## src/rtl/horner_pkg.sv

```systemverilog
// Shared definitions for the Horner evaluator scheduler.
// Holds the FSM state encoding, default sizing, and a helper that gives the
// request-to-result latency for a given degree and multiplier depth.
package horner_pkg;

    localparam int DEF_WIDTH   = 32;
    localparam int DEF_DEG_W   = 4;
    localparam int DEF_MAX_DEG = 15;
    localparam int DEF_MUL_LAT = 1;

    typedef enum logic [2:0] {
        ST_IDLE,
        ST_LOAD,
        ST_MUL,
        ST_MWAIT,
        ST_ADD,
        ST_DONE
    } state_t;

    // Cycles from the accept cycle (cycle 0) to the first result_valid cycle.
    function automatic int total_latency(input int n, input int mul_lat);
        return 2 + n * (mul_lat + 1);
    endfunction

endpackage

```

## src/rtl/horner_mul_pipe.sv

```systemverilog
// Registered multiplier with LAT pipeline stages and a matching valid chain.
// Ports:
//   clk, rst        clock, synchronous active-high clear of all stages
//   in_valid, a, b  operands issued this cycle
//   out_valid, prod product of the operands issued LAT cycles earlier
// PROD_W selects how many product bits are kept (WIDTH or 2*WIDTH).
module horner_mul_pipe #(
    parameter int WIDTH  = 32,
    parameter int PROD_W = 64,
    parameter int LAT    = 1
) (
    input  logic              clk,
    input  logic              rst,
    input  logic              in_valid,
    input  logic [WIDTH-1:0]  a,
    input  logic [WIDTH-1:0]  b,
    output logic              out_valid,
    output logic [PROD_W-1:0] prod
);

    logic [PROD_W-1:0] stage_q [LAT];
    logic [PROD_W-1:0] stage_d [LAT];
    logic [LAT-1:0]    vld_q;
    logic [LAT-1:0]    vld_d;

    always_comb begin
        // Operands are widened first so the multiply is carried out at PROD_W bits.
        stage_d[0] = PROD_W'(a) * PROD_W'(b);
        vld_d[0]   = in_valid;
        for (int i = 1; i < LAT; i++) begin
            stage_d[i] = stage_q[i-1];
            vld_d[i]   = vld_q[i-1];
        end
    end

    always_ff @(posedge clk) begin
        if (rst) begin
            vld_q <= '0;
            for (int i = 0; i < LAT; i++) begin
                stage_q[i] <= '0;
            end
        end else begin
            vld_q   <= vld_d;
            stage_q <= stage_d;
        end
    end

    assign prod      = stage_q[LAT-1];
    assign out_valid = vld_q[LAT-1];

endmodule

```

## src/rtl/horner_sched.sv

```systemverilog
// Sequencing controller for the Horner polynomial evaluator.
// Accepts (x, degree), reads coefficients c[N]..c[0] from a synchronous
// memory, iterates acc = acc*x + c[i] through a pipelined multiplier and
// returns the result over a valid/ready handshake.
// Ports:
//   clk, rst                      clock, synchronous active-high reset
//   start_valid/start_ready       request handshake, x_in and degree qualify it
//   coef_rd_en/coef_addr          memory read strobe/index, data returns next cycle on coef_data
//   result_valid/result_ready     result handshake, result holds the value
//   ovf                           sticky overflow, only when HORNER_OVF_EN is defined
// State table:
//   IDLE  | waiting for a request, read of c[N] issued on accept
//   LOAD  | acc takes c[N]
//   MUL   | acc*x issued to multiplier, read of c[idx-1] issued
//   MWAIT | waiting for the multiplier pipeline
//   ADD   | acc = product + c[idx-1]
//   DONE  | result presented until consumed
module horner_sched
    import horner_pkg::*;
#(
    parameter int WIDTH   = DEF_WIDTH,
    parameter int MAX_DEG = DEF_MAX_DEG,
    parameter int DEG_W   = DEF_DEG_W,
    parameter int MUL_LAT = DEF_MUL_LAT
) (
    input  logic             clk,
    input  logic             rst,
    input  logic             start_valid,
    output logic             start_ready,
    input  logic [WIDTH-1:0] x_in,
    input  logic [DEG_W-1:0] degree,
    output logic             coef_rd_en,
    output logic [DEG_W-1:0] coef_addr,
    input  logic [WIDTH-1:0] coef_data,
    output logic             result_valid,
    input  logic             result_ready,
    output logic [WIDTH-1:0] result
`ifdef HORNER_OVF_EN
    ,
    output logic             ovf
`endif
);

`ifdef HORNER_OVF_EN
    localparam int PROD_W = 2 * WIDTH;
`else
    localparam int PROD_W = WIDTH;
`endif
    localparam int CNT_W = (MUL_LAT > 2) ? $clog2(MUL_LAT - 1) : 1;

    state_t           state_q, state_d;
    logic [WIDTH-1:0] x_q, x_d;
    logic [WIDTH-1:0] acc_q, acc_d;
    logic [DEG_W-1:0] idx_q, idx_d;
    logic [CNT_W-1:0] cnt_q, cnt_d;
    logic [WIDTH-1:0] coef_reg_q, coef_reg_d;
    logic             rd_q, rd_d;
    logic             start_ready_q, start_ready_d;
    logic             result_valid_q, result_valid_d;
    logic [WIDTH-1:0] result_q, result_d;
`ifdef HORNER_OVF_EN
    logic             ovf_q, ovf_d;
    logic [WIDTH:0]   sum_ext;
`endif

    logic [PROD_W-1:0] prod;
    logic              mul_vld;
    logic [DEG_W-1:0]  deg_c;
    logic [WIDTH-1:0]  addend;
    logic [WIDTH-1:0]  sum;
    logic              step_ovf;

    horner_mul_pipe #(
        .WIDTH  (WIDTH),
        .PROD_W (PROD_W),
        .LAT    (MUL_LAT)
    ) u_mul (
        .clk       (clk),
        .rst       (rst),
        .in_valid  (state_q == ST_MUL),
        .a         (acc_q),
        .b         (x_q),
        .out_valid (mul_vld),
        .prod      (prod)
    );

    assign deg_c = (int'(degree) > MAX_DEG) ? DEG_W'(MAX_DEG) : degree;

    // With a one-stage multiplier ADD lands in the cycle the coefficient
    // read returns, so the memory output is used directly; otherwise the
    // captured copy is used.
    assign addend = rd_q ? coef_data : coef_reg_q;

`ifdef HORNER_OVF_EN
    assign sum_ext  = {1'b0, prod[WIDTH-1:0]} + {1'b0, addend};
    assign sum      = sum_ext[WIDTH-1:0];
    assign step_ovf = sum_ext[WIDTH] | (|prod[PROD_W-1:WIDTH]);
`else
    assign sum      = prod + addend;
    assign step_ovf = 1'b0;
`endif

    always_comb begin
        state_d        = state_q;
        x_d            = x_q;
        acc_d          = acc_q;
        idx_d          = idx_q;
        cnt_d          = cnt_q;
        coef_reg_d     = coef_reg_q;
        rd_d           = 1'b0;
        result_d       = result_q;
        coef_rd_en     = 1'b0;
        coef_addr      = '0;
`ifdef HORNER_OVF_EN
        ovf_d          = ovf_q;
`endif

        if (rd_q) begin
            coef_reg_d = coef_data;
        end

        case (state_q)
            ST_IDLE: begin
                if (start_valid) begin
                    x_d        = x_in;
                    idx_d      = deg_c;
                    coef_rd_en = 1'b1;
                    coef_addr  = deg_c;
`ifdef HORNER_OVF_EN
                    ovf_d      = 1'b0;
`endif
                    state_d    = ST_LOAD;
                end
            end
            ST_LOAD: begin
                acc_d = coef_data;
                if (idx_q == '0) begin
                    result_d = coef_data;
                    state_d  = ST_DONE;
                end else begin
                    state_d = ST_MUL;
                end
            end
            ST_MUL: begin
                coef_rd_en = 1'b1;
                coef_addr  = idx_q - DEG_W'(1);
                rd_d       = 1'b1;
                if (MUL_LAT == 1) begin
                    state_d = ST_ADD;
                end else begin
                    cnt_d   = CNT_W'(MUL_LAT - 2);
                    state_d = ST_MWAIT;
                end
            end
            ST_MWAIT: begin
                if (cnt_q == '0) begin
                    state_d = ST_ADD;
                end else begin
                    cnt_d = cnt_q - CNT_W'(1);
                end
            end
            ST_ADD: begin
                idx_d = idx_q - DEG_W'(1);
                if (mul_vld) begin
                    acc_d = sum;
`ifdef HORNER_OVF_EN
                    ovf_d = ovf_q | step_ovf;
`endif
                end
                if (idx_q == DEG_W'(1)) begin
                    result_d = sum;
                    state_d  = ST_DONE;
                end else begin
                    state_d = ST_MUL;
                end
            end
            ST_DONE: begin
                if (result_ready) begin
                    state_d = ST_IDLE;
                end
            end
            default: state_d = ST_IDLE;
        endcase

        // The read strobe is combinational from state; hold it off during reset.
        if (rst) begin
            coef_rd_en = 1'b0;
            coef_addr  = '0;
        end

        start_ready_d  = (state_d == ST_IDLE);
        result_valid_d = (state_d == ST_DONE);
    end

    always_ff @(posedge clk) begin
        if (rst) begin
            state_q        <= ST_IDLE;
            x_q            <= '0;
            acc_q          <= '0;
            idx_q          <= '0;
            cnt_q          <= '0;
            coef_reg_q     <= '0;
            rd_q           <= 1'b0;
            start_ready_q  <= 1'b1;
            result_valid_q <= 1'b0;
            result_q       <= '0;
`ifdef HORNER_OVF_EN
            ovf_q          <= 1'b0;
`endif
        end else begin
            state_q        <= state_d;
            x_q            <= x_d;
            acc_q          <= acc_d;
            idx_q          <= idx_d;
            cnt_q          <= cnt_d;
            coef_reg_q     <= coef_reg_d;
            rd_q           <= rd_d;
            start_ready_q  <= start_ready_d;
            result_valid_q <= result_valid_d;
            result_q       <= result_d;
`ifdef HORNER_OVF_EN
            ovf_q          <= ovf_d;
`endif
        end
    end

    assign start_ready  = start_ready_q;
    assign result_valid = result_valid_q;
    assign result       = result_q;
`ifdef HORNER_OVF_EN
    assign ovf          = ovf_q;
`endif

endmodule

```

## config.mk

```make
export PLATFORM = sky130hd
export DESIGN_NAME = horner_sched
export DESIGN_NICKNAME = d
export VERILOG_FILES = /design/src/rtl/horner_pkg.sv /design/src/rtl/horner_mul_pipe.sv /design/src/rtl/horner_sched.sv
export SDC_FILE = /design/constraint.sdc
export NUM_CORES = 2
export LEC_CHECK = 0
export ABC_CLOCK_PERIOD_IN_PS = 6900
export CORE_ASPECT_RATIO = 0.9
export CORE_MARGIN = 3
export CORE_UTILIZATION = 35
export DETAILED_ROUTE_END_ITERATION = 8
export GPL_TIMING_DRIVEN = 0
export SLEW_MARGIN = 15
export SYNTH_ARGS = -nofsm -noshare
export SYNTH_HDL_FRONTEND = slang
export SYNTH_SLANG_ARGS = --single-unit
```

## constraint.sdc

```tcl
create_clock -name clk -period 6.9 [get_ports clk]
set_clock_uncertainty 0.15 [all_clocks]
set_input_delay 0.69 -clock clk [delete_from_list [all_inputs] [get_ports clk]]
set_output_delay 0.69 -clock clk [all_outputs]
set_load 0.02 [all_outputs]
```

# Word level (Yosys, flattened, before mapping)
# Index checks and enable logic that the tools add are counted.
[totals] regBits=172 latchBits=0 ram_bits=0 mem_bits_ro=0 output_inout_bits=39 n_memories=0
[op_classes] addsub=3 mul=1 div=0 order_cmp=0 n_eq_ne=11 shift=0 muxes=22 bitwise_logic=0 n_reduce_logical=9
[ops] op="$mux W32" count=4
[ops] op="$pmux W32 S2" count=2
[ops] op="$add A32 B32 Y32" count=1
[ops] op="$mul A32 B32 Y32" count=1
[ops] op="$pmux W3 S6" count=1
[ops] op="$pmux W4 S2" count=2
[ops] op="$mux W3" count=5
[ops] op="$mux W4" count=3
[ops] op="$eq A3 B3 Y1 const B" count=3
[ops] op="$eq A3 B2 Y1 const B" count=2
[ops] op="$logic_not A3 Y1" count=2
[ops] op="$ne A2 B2 Y1 const B" count=3
[ops] op="$reduce_and A2 Y1" count=3
[ops] op="$eq A4 B1 Y1 const B" count=1
[ops] op="$logic_not A4 Y1" count=1
[ops] op="$mux W1" count=4
[ops] op="$reduce_bool A2 Y1" count=2
[ops] op="$sub A4 B1 Y4 const B" count=1
[ops] op="$eq A3 B1 Y1 const B" count=1
[ops] op="$reduce_and A3 Y1" count=1
[ops] op="$ne A2 B1 Y1 const B" count=1
[ops] op="$pmux W1 S2" count=1
[ops] op="$sub A1 B1 Y1 const B" count=1

# Depth between registers and ports, before layout
[depth] ltp_word=4 ltp_mapped=29 mapped_depth_nobuf=26

# Modules after synthesis
# Synthesis repeated with hierarchy kept, for this count alone.
[unflattened] hier_cells=2622 hier_area_um2=23755.3
[modules_own_cells] mod="horner_mul_pipe" n_inst=1 cells_each=1765 area_per_inst_um2=16514.6 seq_area_each_um2=660.6
[modules_own_cells] mod="horner_sched" n_inst=1 cells_each=857 area_per_inst_um2=7240.7 seq_area_each_um2=2762.6

# Worst setup path before layout
# No wires, ideal clock.
[synth_timing] kind="register to register" startpoint="register x_q[3]" endpoint="register u_mul.stage_q, in the netlist u_mul.prod[30]" setup_ns=0.132 arrival_ns=6.574 required_time_ns=6.618 setup_slack_ns=0.044 path_stages_with_launch=25 n_path_buf=3 synth_period_minus_slack_ns=6.856 path_cell_list="dfxtp_1 clkbuf_1 clkbuf_1 nand2_1 fa_1 fa_1 fa_1 fa_1 inv_1 fa_1 inv_1 fa_1 fa_1 fa_1 inv_1 ha_1 clkbuf_1 and3_1 a211oi_1 o221ai_1 a21oi_1 o21bai_1 nor4_1 or3_1 a21oi_1"
[synth_via] elab_chain_len=1
[synth_rtl] item="start, declared" line="horner_sched.sv:52" rtl="logic [WIDTH-1:0] x_q, x_d;"
[synth_rtl] item="start signal, assigned" line="horner_sched.sv:198" rtl="x_q <= '0;"
[synth_rtl] item="start signal, assigned" line="horner_sched.sv:212" rtl="x_q <= x_d;"
[synth_rtl] item="$mul A32 B32 Y32" line="horner_mul_pipe.sv:28" rtl="stage_d[0] = PROD_W'(a) * PROD_W'(b);"
[synth_rtl] item="end signal, assigned" line="horner_mul_pipe.sv:44" rtl="stage_q <= stage_d;"
[synth_rtl] item="end, declared" line="horner_mul_pipe.sv:21" rtl="logic [PROD_W-1:0] stage_q [LAT];"
# Every way passes these cells.
# A chain may end at the register's enable or synchronous reset.

# Final worst setup path
[layout_timing] startpoint="register x_q[2]" endpoint="register u_mul.stage_q, in the netlist u_mul.prod[26]"
# Same word-level chain as after synthesis.

==> results.txt <==
CP max stage delay -> 580 ps
Fraction of registers with async set/reset -> 0%
Post-synth EDFFs -> 0
Core box area -> 65700 sq um
Required time of the critical path -> 7050 ps
Met3 GRT Util -> 5.26%
Critical path's slowest cell -> fa_2
Final Critical Period -> 7140 ps
Busiest grt layer -> met2
Max Freq -> 140 MHz
Number of cells produced by synthesis -> 2615
Die Height -> 251 um
Max-Cap Viols -> 0
Initial DRC Count -> 1676
Layout Cells excl Fill -> 3717
Failing checks -> negative setup slack
Post-Layout Inst Area -> 28500 sq um
Status -> finished with violations
Top cell family by delay on the critical path -> adder cells
CTS Root Cell -> clkbuf_16
Endpoint of the worst hold path -> x_q[31]
Clock transition at the registers of the reported paths -> 70 ps
Crit path DAT -> 7280 ps
Setup WS pre-CTS -> -2210 ps
Die area -> 69700 sq um
I/O Buffers -> 110
Fin. max-slew vios -> 0
R2r setup slk -> -240 ps
Relative slew slack -> 35.1%
DRC viols -> 0
Vias in the first global route -> 19434
Worst r2r src -> x_q[2]
Share of cells above drive strength 1 -> 14.2%
Crit end category -> flip-flop
H-tree depth -> 4
Yosys reg bits -> 170
Nets -> 3475
WP buf/inv -> 6
Avg Cell Area, Syn -> 8.91 sq um
Number of buffers created by CTS -> 17
Setup CP Type -> flip-flop to flip-flop
Worst hold start -> x_q[31]
Syn Nets -> 3253
Clk sinks -> 170
Total gr overflow -> 0
DRT antenna net count -> 0
R2r endpoint -> u_mul.prod[26]
Pwr Total -> 11.0 mW
CTS tree -> done
Hpwl dp -> 63300 um
P&R area growth vs syn -> 22.3%
RSZ-0062 raised after global routing -> true
Yosys top cell by area -> fa_1
IO Pins -> 111
Sequential share of the synthesized area -> 14.6%
Synthesized area -> 23300 sq um
Worst hold path depth -> 2
Worst Tran Pin Value -> 963 ps
# rows -> 89
Cells after DPL -> 3589
Hold_buf cts -> 0
Critical path, cell by cell -> clkbuf_8 > and2_1 > fa_1 > inv_1 > fa_1 > fa_1 > fa_1 > inv_1 > fa_1 > fa_1 > fa_2 > fa_2 > ha_4 > nand4_1 > nor2_2 > nand2_2 > o221ai_4 > a21oi_4 > buf_4 > buf_6 > buf_6 > xnor2_2 > nor2_1
Min-delay worst type -> flip-flop to flip-flop
Longest Clk Path Bufs -> 2
Setup ws final -> -236 ps
Vias -> 19117
Initial antenna violation count -> 6
Cells on worst reg2reg path -> 23
DP Area -> 25500 sq um
Drt wl/cell -> 22.6 um
Met1 Track Usage GR -> 33.7%
First-pass GRT wire length -> 125000 um
GP Congestion -> 0.944
Max VDD drop -> 305 uV
Yosys top cell area share -> 35.1%
Drt via density -> 5.14
Synth Flop Type -> dfxtp_1
Leakage power -> 12.7 nW
Final period utilization -> 103%
Final setup viols -> 6
Critical path fanouts, max -> 10
First-pass DRT Iterations -> 5
CP Launch Type -> flip-flop
Starting Density -> 35.5%
Endpoints failing hold -> 0
Area contributors post-synth -> fa_1, dfxtp_1, ha_1
Cell variety after synth -> 57
CP dominant cell by count -> fa_1
Clock latency on the worst-skew pair -> 440 ps
Total Wirelength -> 84200 um
Largest net degree at the start of global routing -> 17
Met2 Usage GRT -> 36.8%
Die width -> 278 um
Yosys warns -> 0
Power density over the cells -> 387 nW/um^2
Gr usage total -> 24.1%
## worst max path at each step
stage | cells after the start | end | slack (ps) | startpoint
floorplan | 24 | u_mul.prod[30] | 40 | x_q[3]
global placement | 26 | u_mul.prod[30] | -2150 | acc_q[5]
detailed placement | 26 | u_mul.prod[30] | -2210 | acc_q[5]
CTS | 23 | u_mul.prod[30] | -220 | x_q[4]
global route | 25 | u_mul.prod[30] | -370 | x_q[15]
finish | 23 | u_mul.prod[26] | -240 | x_q[2]
## metal layers
metal | share of wire [%] | vias up
li1 | - | 8498
met1 | 43 | 9575
met2 | 43 | 896
met3 | 10 | 148
met4 | 4.5 | 0
met5 | 0 | -
## stage by stage
step	TNS [ps]	hold slack, ps	util (%)
global route	-2120	339	43.4
finish	-834	324	43.4
floorplan	0	287	-
global placement	-25660	296	38.8
detailed placement	-26690	297	38.8
CTS	-1090	318	42.3
## cell families after synthesis
kind of cell	synth area share, %
xor gates and xnor gates	4.25
adders and majority gates	43.6
buffers and inverters	8.69
AOI/OAI and AO/OA	8.11
muxes	2.14
and+or+nand+nor	18.7
DFF	14.6
## worst min-delay path, stage by stage, from the launching register on
cell and delay (ps):
dfxtp_1 310, nand2_1 60, a21oi_1 60
## final cells by class
cell class	count	area, sq um
Sequential cell	170	3520
Clock inverter	12	161
Fill cell	6402	37200
Clock buffer	19	453
Inverter	392	1470
Multi-Input combinational cell	1906	18500
Antenna cell	4	10.0
Timing Repair Buffer	216	2020
Tap cell	864	1080
Buffer	134	1280
## layout by cell type (no fill, tap or decap), types with 22 or more instances in the layout
master,netlist,final
and2_1,292,286
clkbuf_16,0,37
clkbuf_1,142,57
clkdlybuf4s50_1,0,110
mux2_2,30,30
inv_1,392,383
dfxtp_4,0,28
ha_1,157,136
a21o_1,26,26
nor2_1,137,135
fa_2,0,38
xor2_1,39,37
buf_4,0,94
nor2b_1,40,40
nand2_1,364,355
xnor2_1,74,71
a211oi_1,53,52
dfxtp_1,170,134
o21ai_0,24,22
fa_1,409,371
a21oi_1,109,102
## sequential cells by signal (all words and copies together) (netlist names)
name          count
state_q           3
coef_reg_q       32
acc_q            32
result_valid      1
u_mul.prod       32
result           32
x_q              32
start_ready       1
rd_q              1
idx_q             4
## synth_stat cells, types with 3 or more instances
master       n
fa_1       409
inv_1      392
nand2_1    364
and2_1     292
dfxtp_1    170
ha_1       157
clkbuf_1   142
nor2_1     137
a21oi_1    109
xnor2_1     74
a211oi_1    53
nor2b_1     40
xor2_1      39
mux2_2      30
a21o_1      26
o21ai_0     24
mux2i_1     16
nor3_1      14
nand3_1     12
nand2b_1    10
a31oi_1      9
o21a_1       8
o21bai_1     8
and3_1       7
a311oi_1     6
or3_1        6
a22oi_1      5
nand3b_1     4
nand4_1      4
a2111oi_2    3
a221oi_1     3
and4_1       3
buf_1        3
o21ai_1      3
## power breakdown
| group | switching [mW] | total, mW | leakage, nW | internal [mW] |
|---|---|---|---|---|
| Combinational | 4.84 | 8.19 | 11.0 | 3.35 |
| Clock | 0.434 | 1.03 | 0.293 | 0.592 |
| Sequential | 0.454 | 1.81 | 1.41 | 1.35 |
## what timing repair did
action / in CTS / in global routing
gates resized for setup: 312 / 140
setup buffers: 72 / 34
pin swaps: 54 / 98
gates cloned: 0 / 2
setup endpoints to repair: 22 / 14
Power figures use the tool's default switching activity.
